===== config.mk =====
export PLATFORM = sky130hd
export DESIGN_NAME = ysyx_25020047_mem_arbiter
export DESIGN_NICKNAME = d
export VERILOG_FILES = /design/src/rtl/ysyx_25020047_mem_arbiter.sv
export SDC_FILE = /design/constraint.sdc
export NUM_CORES = 1
export LEC_CHECK = 0
export BUFFER_PORTS_ARGS = -buffer_cell sky130_fd_sc_hd__buf_4
export CORE_AREA = 2 2 110 112
export CTS_CLUSTER_DIAMETER = 120
export DETAILED_ROUTE_END_ITERATION = 10
export DIE_AREA = 0 0 112 114
export GPL_TIMING_DRIVEN = 0
export PLACE_DENSITY = 0.8
export SLEW_MARGIN = 0
export SYNTH_ARGS = -nofsm -noshare
export SYNTH_HDL_FRONTEND = slang
export SYNTH_SLANG_ARGS = --single-unit

===== constraint.sdc =====
create_clock -name clk -period 4.55 [get_ports clk]
set_input_delay 1.365 -clock clk [delete_from_list [all_inputs] [get_ports clk]]
set_output_delay 1.365 -clock clk [all_outputs]
set_load 0.01 [all_outputs]

===== src/rtl/ysyx_25020047_mem_arbiter.sv =====
// ---------------------------------------------------------------------------
// ysyx_25020047_mem_arbiter
//
// Shares the core's single data-memory port between the instruction fetch
// unit (IFU) and the load/store unit (LSU). One request is accepted at a
// time. It is latched, presented on the memory request channel, and the
// memory response is routed back to whichever requester issued it.
// LSU has priority. A starvation counter makes sure IFU wins a contended
// grant after STARVE_LIMIT consecutive LSU grants made while IFU waited.
//
// Ports
//   clk, rst                      clock, asynchronous active-high reset
//   ifu_req_valid/ready, ifu_addr IFU fetch request channel
//   ifu_resp_valid/ready/data     IFU fetch response channel
//   lsu_req_valid/ready, lsu_addr,
//   lsu_wen, lsu_wdata, lsu_wmask LSU load/store request channel
//   lsu_resp_valid/ready/data     LSU response channel
//   mem_req_valid/ready, mem_addr,
//   mem_wen, mem_wdata, mem_wmask memory request channel (latched fields)
//   mem_resp_valid/ready/data     memory response channel
// ---------------------------------------------------------------------------
module ysyx_25020047_mem_arbiter #(
    parameter int STARVE_LIMIT = 4
) (
    input  logic        clk,
    input  logic        rst,

    input  logic        ifu_req_valid,
    output logic        ifu_req_ready,
    input  logic [31:0] ifu_addr,
    output logic        ifu_resp_valid,
    output logic [31:0] ifu_resp_data,
    input  logic        ifu_resp_ready,

    input  logic        lsu_req_valid,
    output logic        lsu_req_ready,
    input  logic [31:0] lsu_addr,
    input  logic        lsu_wen,
    input  logic [31:0] lsu_wdata,
    input  logic [3:0]  lsu_wmask,
    output logic        lsu_resp_valid,
    output logic [31:0] lsu_resp_data,
    input  logic        lsu_resp_ready,

    output logic        mem_req_valid,
    input  logic        mem_req_ready,
    output logic [31:0] mem_addr,
    output logic [31:0] mem_wdata,
    output logic        mem_wen,
    output logic [3:0]  mem_wmask,
    input  logic        mem_resp_valid,
    input  logic [31:0] mem_resp_data,
    output logic        mem_resp_ready
);

    localparam logic [1:0] S_IDLE  = 2'd0;
    localparam logic [1:0] S_ISSUE = 2'd1;
    localparam logic [1:0] S_WAIT  = 2'd2;

    localparam logic [3:0] LIMIT = 4'(STARVE_LIMIT);

    logic [1:0]  state_reg,  state_next;
    logic        owner_reg,  owner_next;    // 0 = IFU, 1 = LSU
    logic [3:0]  starve_reg, starve_next;
    logic [31:0] addr_reg,   addr_next;
    logic [31:0] wdata_reg,  wdata_next;
    logic        wen_reg,    wen_next;
    logic [3:0]  wmask_reg,  wmask_next;

    logic        starved;
    logic        grant_lsu;
    logic        grant_ifu;
    logic        owner_resp_ready;
    logic [3:0]  lsu_wmask_eff;

    // Loads never carry byte strobes downstream, whatever the LSU drives.
    generate
        for (genvar gi = 0; gi < 4; gi++) begin : g_lane
            assign lsu_wmask_eff[gi] = lsu_wmask[gi] & lsu_wen;
        end
    endgenerate

    // Grant decision depends only on requester valids and local state, so
    // req_ready has no combinational dependency on the memory side.
    assign starved   = (starve_reg == LIMIT);
    assign grant_lsu = (state_reg == S_IDLE) && lsu_req_valid &&
                       (!ifu_req_valid || !starved);
    assign grant_ifu = (state_reg == S_IDLE) && ifu_req_valid &&
                       (!lsu_req_valid || starved);

    assign owner_resp_ready = owner_reg ? lsu_resp_ready : ifu_resp_ready;

    // ---------------- state register ----------------
    always_ff @(posedge clk or posedge rst) begin
        if (rst) begin
            state_reg  <= S_IDLE;
            owner_reg  <= 1'b0;
            starve_reg <= 4'd0;
            addr_reg   <= 32'd0;
            wdata_reg  <= 32'd0;
            wen_reg    <= 1'b0;
            wmask_reg  <= 4'd0;
        end else begin
            state_reg  <= state_next;
            owner_reg  <= owner_next;
            starve_reg <= starve_next;
            addr_reg   <= addr_next;
            wdata_reg  <= wdata_next;
            wen_reg    <= wen_next;
            wmask_reg  <= wmask_next;
        end
    end

    // ---------------- next-state logic ----------------
    always_comb begin
        state_next  = state_reg;
        owner_next  = owner_reg;
        starve_next = starve_reg;
        addr_next   = addr_reg;
        wdata_next  = wdata_reg;
        wen_next    = wen_reg;
        wmask_next  = wmask_reg;
        unique case (state_reg)
            S_IDLE: begin
                if (grant_lsu) begin
                    state_next = S_ISSUE;
                    owner_next = 1'b1;
                    addr_next  = lsu_addr;
                    wdata_next = lsu_wdata;
                    wen_next   = lsu_wen;
                    wmask_next = lsu_wmask_eff;
                    // Only count grants that actually kept IFU waiting.
                    if (ifu_req_valid && (starve_reg < LIMIT)) begin
                        starve_next = starve_reg + 4'd1;
                    end
                end else if (grant_ifu) begin
                    state_next  = S_ISSUE;
                    owner_next  = 1'b0;
                    addr_next   = ifu_addr;
                    wdata_next  = 32'd0;
                    wen_next    = 1'b0;
                    wmask_next  = 4'd0;
                    starve_next = 4'd0;
                end
            end
            S_ISSUE: begin
                if (mem_req_ready) begin
                    state_next = S_WAIT;
                end
            end
            S_WAIT: begin
                if (mem_resp_valid && owner_resp_ready) begin
                    state_next = S_IDLE;
                end
            end
            default: state_next = S_IDLE;
        endcase
    end

    // ---------------- output logic ----------------
    // Everything that could otherwise reflect a live input is gated by rst
    // so the block is fully silent while reset is held.
    always_comb begin
        ifu_req_ready  = 1'b0;
        lsu_req_ready  = 1'b0;
        mem_req_valid  = 1'b0;
        mem_resp_ready = 1'b0;
        ifu_resp_valid = 1'b0;
        ifu_resp_data  = 32'd0;
        lsu_resp_valid = 1'b0;
        lsu_resp_data  = 32'd0;
        if (!rst) begin
            ifu_req_ready = grant_ifu;
            lsu_req_ready = grant_lsu;
            mem_req_valid = (state_reg == S_ISSUE);
            // Responses are forwarded only in WAIT; early ones are dropped.
            if (state_reg == S_WAIT) begin
                mem_resp_ready = owner_resp_ready;
                if (owner_reg) begin
                    lsu_resp_valid = mem_resp_valid;
                    lsu_resp_data  = mem_resp_data;
                end else begin
                    ifu_resp_valid = mem_resp_valid;
                    ifu_resp_data  = mem_resp_data;
                end
            end
        end
    end

    assign mem_addr  = addr_reg;
    assign mem_wdata = wdata_reg;
    assign mem_wen   = wen_reg;
    assign mem_wmask = wmask_reg;

endmodule


# Word-level counts from Yosys, hierarchy flattened

Cells that the tools add are included.

Add/sub/neg operators: 1
Order comparisons: 1
Equality and inequality tests: 7
Muxes and demuxes: 34
Bitwise operators: 4
Reductions and logical operators: 16

Operator list:

| operator                                                   | count |
|---|---|
| 2-to-1 mux 32 bit                                          | 10 |
| 2-to-1 mux 4 bit                                           | 4 |
| 2-to-1 mux 1 bit                                           | 15 |
| 2-to-1 mux 2 bit                                           | 4 |
| logical AND 1 bit                                          | 6 |
| one-hot mux 2 bit (3 select lines)                         | 1 |
| AND reduction 3 bit                                        | 2 |
| adder 4 x 1 -> 4 bit, second input constant                | 1 |
| bitwise AND 1 bit                                          | 4 |
| == test 4 x 3 -> 1 bit, second input constant              | 1 |
| less-than comparator 4 x 3 -> 1 bit, second input constant | 1 |
| inequality test 2 bit, second input constant               | 2 |
| zero test 1 bit                                            | 3 |
| inequality test 3 bit, second input constant               | 1 |
| == test 2 x 1 -> 1 bit, second input constant              | 1 |
| == test 2 bit, second input constant                       | 1 |
| zero test 2 bit                                            | 1 |
| logical OR 1 bit                                           | 2 |
| inequality test 2 x 1 -> 1 bit, second input constant      | 1 |
| AND reduction 2 bit                                        | 1 |
| nonzero test 2 bit                                         | 1 |

Bits in registers: 76
Input bits: 141
Output and inout port bits: 139
Logic and storage cells: 70

# Depth between registers and ports, before layout

Gate-level depths: netlist of run 1.

Depth after elaboration: 6
Depth in mapped cells: 8
Mapped depth without buffers: 5

# Worst setup path before layout of run 1

No wires, ideal clock.

Path kind: input -> output
Start: input port rst
End: output port mem_resp_ready
Arrival: 3.288 ns
Required time: 3.185 ns
Slack: -0.103 ns
Stages: 3
Buffers on the path: 0
Cells stage by stage: inv_1 -> nand2_1 -> nor2_1

Cells in the longest elaborated chain, start to end: 1

Ends and longest elaborated chain:

| what             | RTL line | source |
|---|---|---|
| start, declared  | 26       | `input logic rst,` |
| 2-to-1 mux 1 bit | 172      | `if (!rst) begin` |
| end, declared    | 53       | `output logic mem_resp_ready` |

No other way between the ends.

# Worst setup path in the final report of run 1

Start: input port ifu_req_valid
End: output port lsu_req_ready

Cells in the longest elaborated chain, start to end: 4

Ends and longest elaborated chain:

| what              | RTL line | source |
|---|---|---|
| start, declared   | 28       | `input logic ifu_req_valid,` |
| zero test 1 bit   | 87       | `(!ifu_req_valid \|\| !starved);` |
| logical OR 1 bit  | 87       |  |
| logical AND 1 bit | 86       | `assign grant_lsu = (state_reg == S_IDLE) && lsu_req_valid &&` |
| 2-to-1 mux 1 bit  | 172      |  |
| end, declared     | 36       | `output logic lsu_req_ready,` |

No other way between the ends.

==> results of run 1 <==
==> power groups by stage <==
stage	clock [W]	combinational, W	sequential (W)
global placement	0	0.00164	0.00115
finish	0.000738	0.00168	0.00115
floorplan	0	0.000718	0.00126
global route	0.000783	0.00181	0.00118
CTS	0.000753	0.00169	0.00115
detailed placement	0	0.00169	0.00115
==> logic make-up after synthesis <==
family          Yosys count
compound gates          146
fa+ha+maj                 2
buf+inv                  82
flops                    76
mux                       1
simple gates             86
==> stage by stage <==
| step | utilization | cell area, um2 | setup slack (ns) | total power, W | std cells |
|---|---|---|---|---|---|
| after floorplan | - | 3920 | 0.490 | 0.00197 | 393 |
| after global placement | 0.529 | 6200 | -0.236 | 0.00279 | 819 |
| after detailed placement | 0.534 | 6250 | 0.567 | 0.00284 | 821 |
| after CTS | 0.560 | 6560 | 0.565 | 0.00359 | 837 |
| after global routing | 0.560 | 6560 | 0.447 | 0.00378 | 839 |
| final | 0.560 | 6560 | 0.573 | 0.00358 | 839 |
==> layout make-up <==
type,count,area [um2]
Multi-Input combinational cell,235,1660
Fill cell,1048,5150
Tap cell,147,184
Clock inverter,7,82.6
Antenna cell,2,5.00
Sequential cell,76,1900
Inverter,38,146
Buffer,44,210
Timing Repair Buffer,281,2140
Clock buffer,9,225
==> worst max-delay path by stage <==
stage,slack [ns],to,startpoint,cells past startpoint
2_1_floorplan,0.49,mem_resp_ready,rst,3
3_3_place_gp,-0.24,mem_resp_ready,rst,5
3_5_place_dp,0.57,lsu_resp_data[10],rst,5
4_1_cts,0.57,lsu_req_ready,ifu_req_valid,6
5_1_grt,0.45,lsu_req_ready,ifu_req_valid,6
6_report,0.57,lsu_req_ready,ifu_req_valid,6
==> cell usage after synthesis (all sizes together), types with 2 or more instances <==
master and number:
a22o 33, a32o 5, and3 66, buf 10, clkbuf 34, dfrtp 76, ha 2, inv 37
nor2 9, o2111ai 32, o211ai 32, o21ai 36, or3b 2
==> routing by layer <==
metal  wire length, um  global-route usage
met2              8410               0.438
met3              1060              0.0510
met5                 0                   0
met1              6020               0.274
met4               597               0.112
==> results.py, run 1 <==
metrics = {
    "global_route": {
        "grt_util_all_layers": 0.242,
        "grt_max_degree": 39,
        "grt_pass1_wl_um": 24300,
        "gr-total-overflow": 0,
        "antenna_found_initial": 2,
        "grt_pass1_vias": 4537,
    },
    "logic_synthesis": {
        "yosys.area.top_type": "dfrtp_1",
        "synth_area_um2": 3920,
        "synth-xor-area-share": 0,
        "synth-simple-area-share": 0.133,
        "synth_cell_type_count": 38,
        "async_flop_share": 1.00,
        "synth_top_family_by_area": "compound AO/OA/AOI/OAI gates",
        "synthMuxAreaShare": 0.00255,
        "yosys_warnings": 0,
        "avgSynthCellArea_um2": 9.97,
        "synth_top_area_share": 0.485,
        "synth_area_leaders": "dfrtp_1 49%, and3_1 11%, a22o_1 7.4%",
        "synth_edf_count": 0,
        "synthAdderAreaFrac": 0.00639,
        "syn_inst": 393,
        "ys_seq_elements": 76,
        "yosysSeqAreaShare": 0.485,
        "yosys_most_used_dff": "dfrtp_1",
        "synth-compound-area-share": 0.282,
        "synth_fp_nets": 536,
    },
    "routing": {
        "wl_um": 16100,
        "vias": 4518,
        "ant_nets": 0,
        "wire_per_inst_um": 19.2,
        "dr.first_iter.drc_count": 352,
        "drc": 0,
        "vias_per_cell": 5.38,
        "first_pass_iters": 5,
    },
    "critical_path": {
        "crit_path_top_delay_cell": "clkbuf_1",
        "crit_arrival_ns": 2.61,
        "ff2ff_path_depth": 7,
        "critical_path_class": "input port to output port",
        "cp-start-kind": "input port",
        "path_cells": "buf_4, clkbuf_1, a21o_1, buf_6, nor2_1, buf_4",
        "critPathMaxFanout": 10,
        "path_buf_inv": 4,
        "critPathMaxStageDelay_ns": 0.42,
        "r2r-start": "starve_reg[0]",
        "r2r-end": "mem_addr[8]",
        "rrSetupSlack_ns": 2.71,
        "cp.required_ns": 3.18,
        "cp_common_cell": "buf_4",
        "path_delay_family": "buffers and inverters",
        "cp-end-kind": "output port",
    },
    "sta": {
        "fin_crit_ns": 3.98,
        "hold_viol_final": 0,
        "fin_setup_tns_ns": 0,
        "fmax_mhz": 251,
        "setup_viol": 0,
        "maxSlewHeadroom": 0.644,
        "skew_ns": 0.0102,
        "worstMarginPinSlew_ns": 0.533,
        "finalCritPeriodShare": 0.874,
        "hold-worst-slack_ns": 0.505,
        "final-max-slew-violation-count": 0,
        "grt_setup_unrepaired": "false",
    },
    "pwr": {
        "p_per_area_nw_per_um2": 545,
        "netSwitchingPower_w": 0.00136,
        "cellInternalPower_w": 0.00222,
        "p_comb_frac": 0.471,
        "leakage_nw": 3.54,
        "p_clk_frac": 0.207,
        "power.share.switching": 0.379,
        "p_seq_frac": 0.322,
        "ir_drop_uv": 282,
    },
    "floorplanning": {
        "ios": 280,
        "die_area_um2": 12800,
        "fp.dieW_um": 112,
        "initial_utilization": 0.335,
        "rows": 40,
        "core_area_um2": 11700,
        "die_y_um": 114,
    },
    "run_status": {
        "status": "complete, no violations",
    },
    "clock_tree": {
        "cts_root_buf": "clkbuf_16",
        "cts_setup_buffers": 0,
        "clkSinkCount": 76,
        "clk_pin_slew_ns": 0.06,
        "clock_latency_ns": 0.34,
        "cts_resized": 0,
        "cts_inserted_buffers": 9,
        "cts_hold_buf": 0,
        "tritoncts": "yes",
        "htreeDepth": 3,
        "cts.path.max_buffers": 2,
    },
    "layout": {
        "layout-drive-gt1-share": 0.452,
        "final_common_cell": "buf_4",
        "final_cell_mix": "280 x buf_4, 76 x dfrtp_1, 66 x and3_1",
        "fin_nets": 828,
        "area_growth_pct": 67.4,
    },
    "placed_design": {
        "io_buffers": 279,
        "dpl.hpwl_um": 12700,
        "gp_congestion": 0.982,
    },
    "worst_hold_path": {
        "min_path_type": "flip-flop to flip-flop",
        "hold_depth": 1,
        "hold_path_startpoint": "mem_wdata[31]",
        "min_to": "mem_wdata[31]",
    },
    "job": {
        "maxCapViolCount": 0,
    },
}
(Power assumes the default switching activity.)
==> inputs of run 2 (changes only) <==
- ABC_AREA: default -> 1
- CORE_AREA: 2 2 110 112 -> 2 2 108 110
- DIE_AREA: 0 0 112 114 -> 0 0 110 112
- PLACE_DENSITY: 0.8 -> 0.85
==> results.py, run 2 <==
metrics = {
    "floorplanning": {
        "ios": 280,
        "rows": 39,
        "core_area_um2": 11200,
        "fp.dieW_um": 110,
        "die_area_um2": 12300,
        "die_y_um": 112,
        "initial_utilization": 0.371,
    },
    "layout": {
        "layout-drive-gt1-share": 0.366,
        "fin_cells": 1045,
        "final-seq-area_um2": 1900,
        "area_growth_pct": 63.3,
        "fin_nets": 1039,
        "fillCellCount": 1047,
        "final_common_cell": "buf_4",
        "multi_input_area_um2": 1660,
        "final_cell_mix": "279 x buf_4, 216 x nand2_1, 105 x inv_1",
    },
    "critical_path": {
        "startpoint": "rst",
        "critPathCapture": "ifu_resp_data[11]",
        "r2r-end": "mem_addr[4]",
        "crit_path_top_delay_cell": "clkinvlp_4",
        "rrSetupSlack_ns": 2.76,
        "cp.required_ns": 3.18,
        "path_cells": "buf_4, clkinvlp_4, nand2_2, clkbuf_1, nor3_1, buf_4",
        "critPathMaxStageDelay_ns": 0.40,
        "cp_common_cell": "buf_4",
        "critPathMaxFanout": 20,
        "cp-end-kind": "output port",
        "r2r-start": "starve_reg[0]",
        "critical_path_class": "input port to output port",
        "crit_arrival_ns": 2.87,
        "cp-start-kind": "input port",
        "ff2ff_path_depth": 9,
    },
    "clock_tree": {
        "clk_pin_slew_ns": 0.06,
        "clkSinkCount": 76,
        "cts.path.max_buffers": 2,
        "clock_latency_ns": 0.33,
        "cts_root_buf": "clkbuf_16",
        "tritoncts": "yes",
        "cts_inserted_buffers": 9,
        "cts_hold_buf": 0,
        "htreeDepth": 3,
        "cts_setup_buffers": 0,
    },
    "pwr": {
        "p_comb_frac": 0.485,
        "ir_drop_uv": 332,
        "p_clk_frac": 0.200,
        "power.share.switching": 0.405,
        "leakage_nw": 4.03,
        "p_per_area_nw_per_um2": 543,
        "p_seq_frac": 0.315,
        "cellInternalPower_w": 0.00219,
        "netSwitchingPower_w": 0.00149,
    },
    "logic_synthesis": {
        "synth_area_leaders": "dfrtp_1 46%, nand2_1 20%, inv_1 9.6%",
        "synthMuxAreaShare": 0,
        "synth_top_area_share": 0.459,
        "async_flop_share": 1.00,
        "yosysMostFrequentCell": "nand2_1",
        "synthAdderAreaFrac": 0.00603,
        "syn_inst": 604,
        "synth_edf_count": 0,
        "synth_cell_type_count": 19,
        "yosysSeqAreaShare": 0.459,
        "yosys_warnings": 0,
        "synth-compound-area-share": 0.0118,
        "synth_top_family_by_area": "simple AND/OR/NAND/NOR gates",
        "synth-simple-area-share": 0.380,
        "avgSynthCellArea_um2": 6.87,
        "synth-xor-area-share": 0.00211,
        "ys_seq_elements": 76,
        "yosys-top-cells-count": "218 x nand2_1, 106 x inv_1, 76 x dfrtp_1",
        "yosys_most_used_dff": "dfrtp_1",
        "synth_area_um2": 4150,
        "synth_fp_nets": 747,
        "yosys.area.top_type": "dfrtp_1",
    },
    "sta": {
        "hold-worst-slack_ns": 0.481,
        "grt_setup_unrepaired": "false",
        "worstMarginPinSlew_ns": 0.982,
        "maxSlewHeadroom": 0.342,
        "fin_crit_ns": 4.23,
        "skew_ns": 0.00658,
        "setup_viol": 0,
        "fmax_mhz": 236,
        "hold_viol_final": 0,
        "final-max-slew-violation-count": 0,
        "finalCritPeriodShare": 0.931,
    },
    "global_route": {
        "gr-total-overflow": 0,
        "grt_pass1_wl_um": 23300,
        "grt_pass1_vias": 4716,
        "antenna_found_initial": 1,
        "grt_max_degree": 40,
        "grt_util_all_layers": 0.247,
    },
    "worst_hold_path": {
        "hold_depth": 2,
        "min_path_type": "flip-flop to flip-flop",
    },
    "run_status": {
        "status": "complete, no violations",
    },
    "routing": {
        "ant_nets": 0,
        "vias": 4842,
        "wire_per_inst_um": 14.5,
        "vias_per_cell": 4.63,
        "first_pass_iters": 4,
        "drc": 0,
        "dr.first_iter.drc_count": 372,
        "wl_um": 15100,
    },
    "placed_design": {
        "place_inst": 1027,
        "io_buffers": 279,
        "dpl.hpwl_um": 12000,
        "gp_congestion": 0.848,
    },
    "job": {
        "maxCapViolCount": 0,
    },
}
## run 2: worst min path at each step
stage | to | slack [ns] | from
after floorplan | starve_reg[1] | 0.50 | starve_reg[1]
after global placement | mem_wdata[26] | 0.46 | mem_wdata[26]
after detailed placement | mem_addr[17] | 0.47 | mem_addr[17]
after CTS | mem_addr[17] | 0.48 | mem_addr[17]
after global routing | mem_addr[17] | 0.49 | mem_addr[17]
final | mem_wdata[22] | 0.48 | mem_wdata[22]
## run 2: metal layers
metal | global-route usage | share of wire
met5 | 0 | 0
met3 | 0.0386 | 0.063
met1 | 0.262 | 0.37
met2 | 0.468 | 0.55
met4 | 0.110 | 0.024
## run 2: cells by family (layout without fill, tap and decap cells)
group / after synthesis / after routing
compound gates: 9 / 9
xor+xnor: 1 / 1
fa+ha+maj: 2 / 2
buf+inv: 147 / 444
flops: 76 / 76
other cells: 0 / 1
simple gates: 369 / 369
## run 2: metrics by stage
step | area [um2] | utilization | worst slack (ns) | TNS (ns) | power, W
2_1_floorplan | 4160 | - | -0.0218 | -0.655 | 0.00207
3_3_place_gp | 6430 | 0.576 | -1.02 | -60.76 | 0.00291
3_5_place_dp | 6450 | 0.578 | -0.198 | -6.37 | 0.00296
4_1_cts | 6770 | 0.606 | 0.264 | 0 | 0.00371
5_1_grt | 6770 | 0.606 | 0.108 | 0 | 0.00395
6_report | 6770 | 0.606 | 0.315 | 0 | 0.00368
## run 2: power groups by stage
| stage | clock network [W] | registers, W | logic [W] |
|---|---|---|---|
| global placement | 0 | 0.00115 | 0.00176 |
| CTS | 0.000748 | 0.00116 | 0.00180 |
| floorplan | 0 | 0.00127 | 0.000792 |
| global route | 0.000781 | 0.00120 | 0.00197 |
| finish | 0.000735 | 0.00116 | 0.00178 |
| detailed placement | 0 | 0.00116 | 0.00181 |
## run 2: cell type report
type | count | share of cell area
Clock inverter | 6 | 0.0105
Sequential cell | 76 | 0.281
Timing Repair inverter | 1 | 0.000739
Tap cell | 143 | 0.0264
Multi-Input combinational cell | 381 | 0.246
Timing Repair Buffer | 280 | 0.312
Buffer | 36 | 0.0257
Antenna cell | 1 | 0.000370
Inverter | 111 | 0.0621
Clock buffer | 10 | 0.0353
## run 2: what timing repair did
item,in CTS,in global routing
gates resized for setup,0,0
setup endpoints to repair,60,0
hold endpoints to repair,0,0
## run 2: worst max-delay path: cells and delay by family
kind	cells	cell delay, ns
buf+inv	4	1.10
simple gates	2	0.41
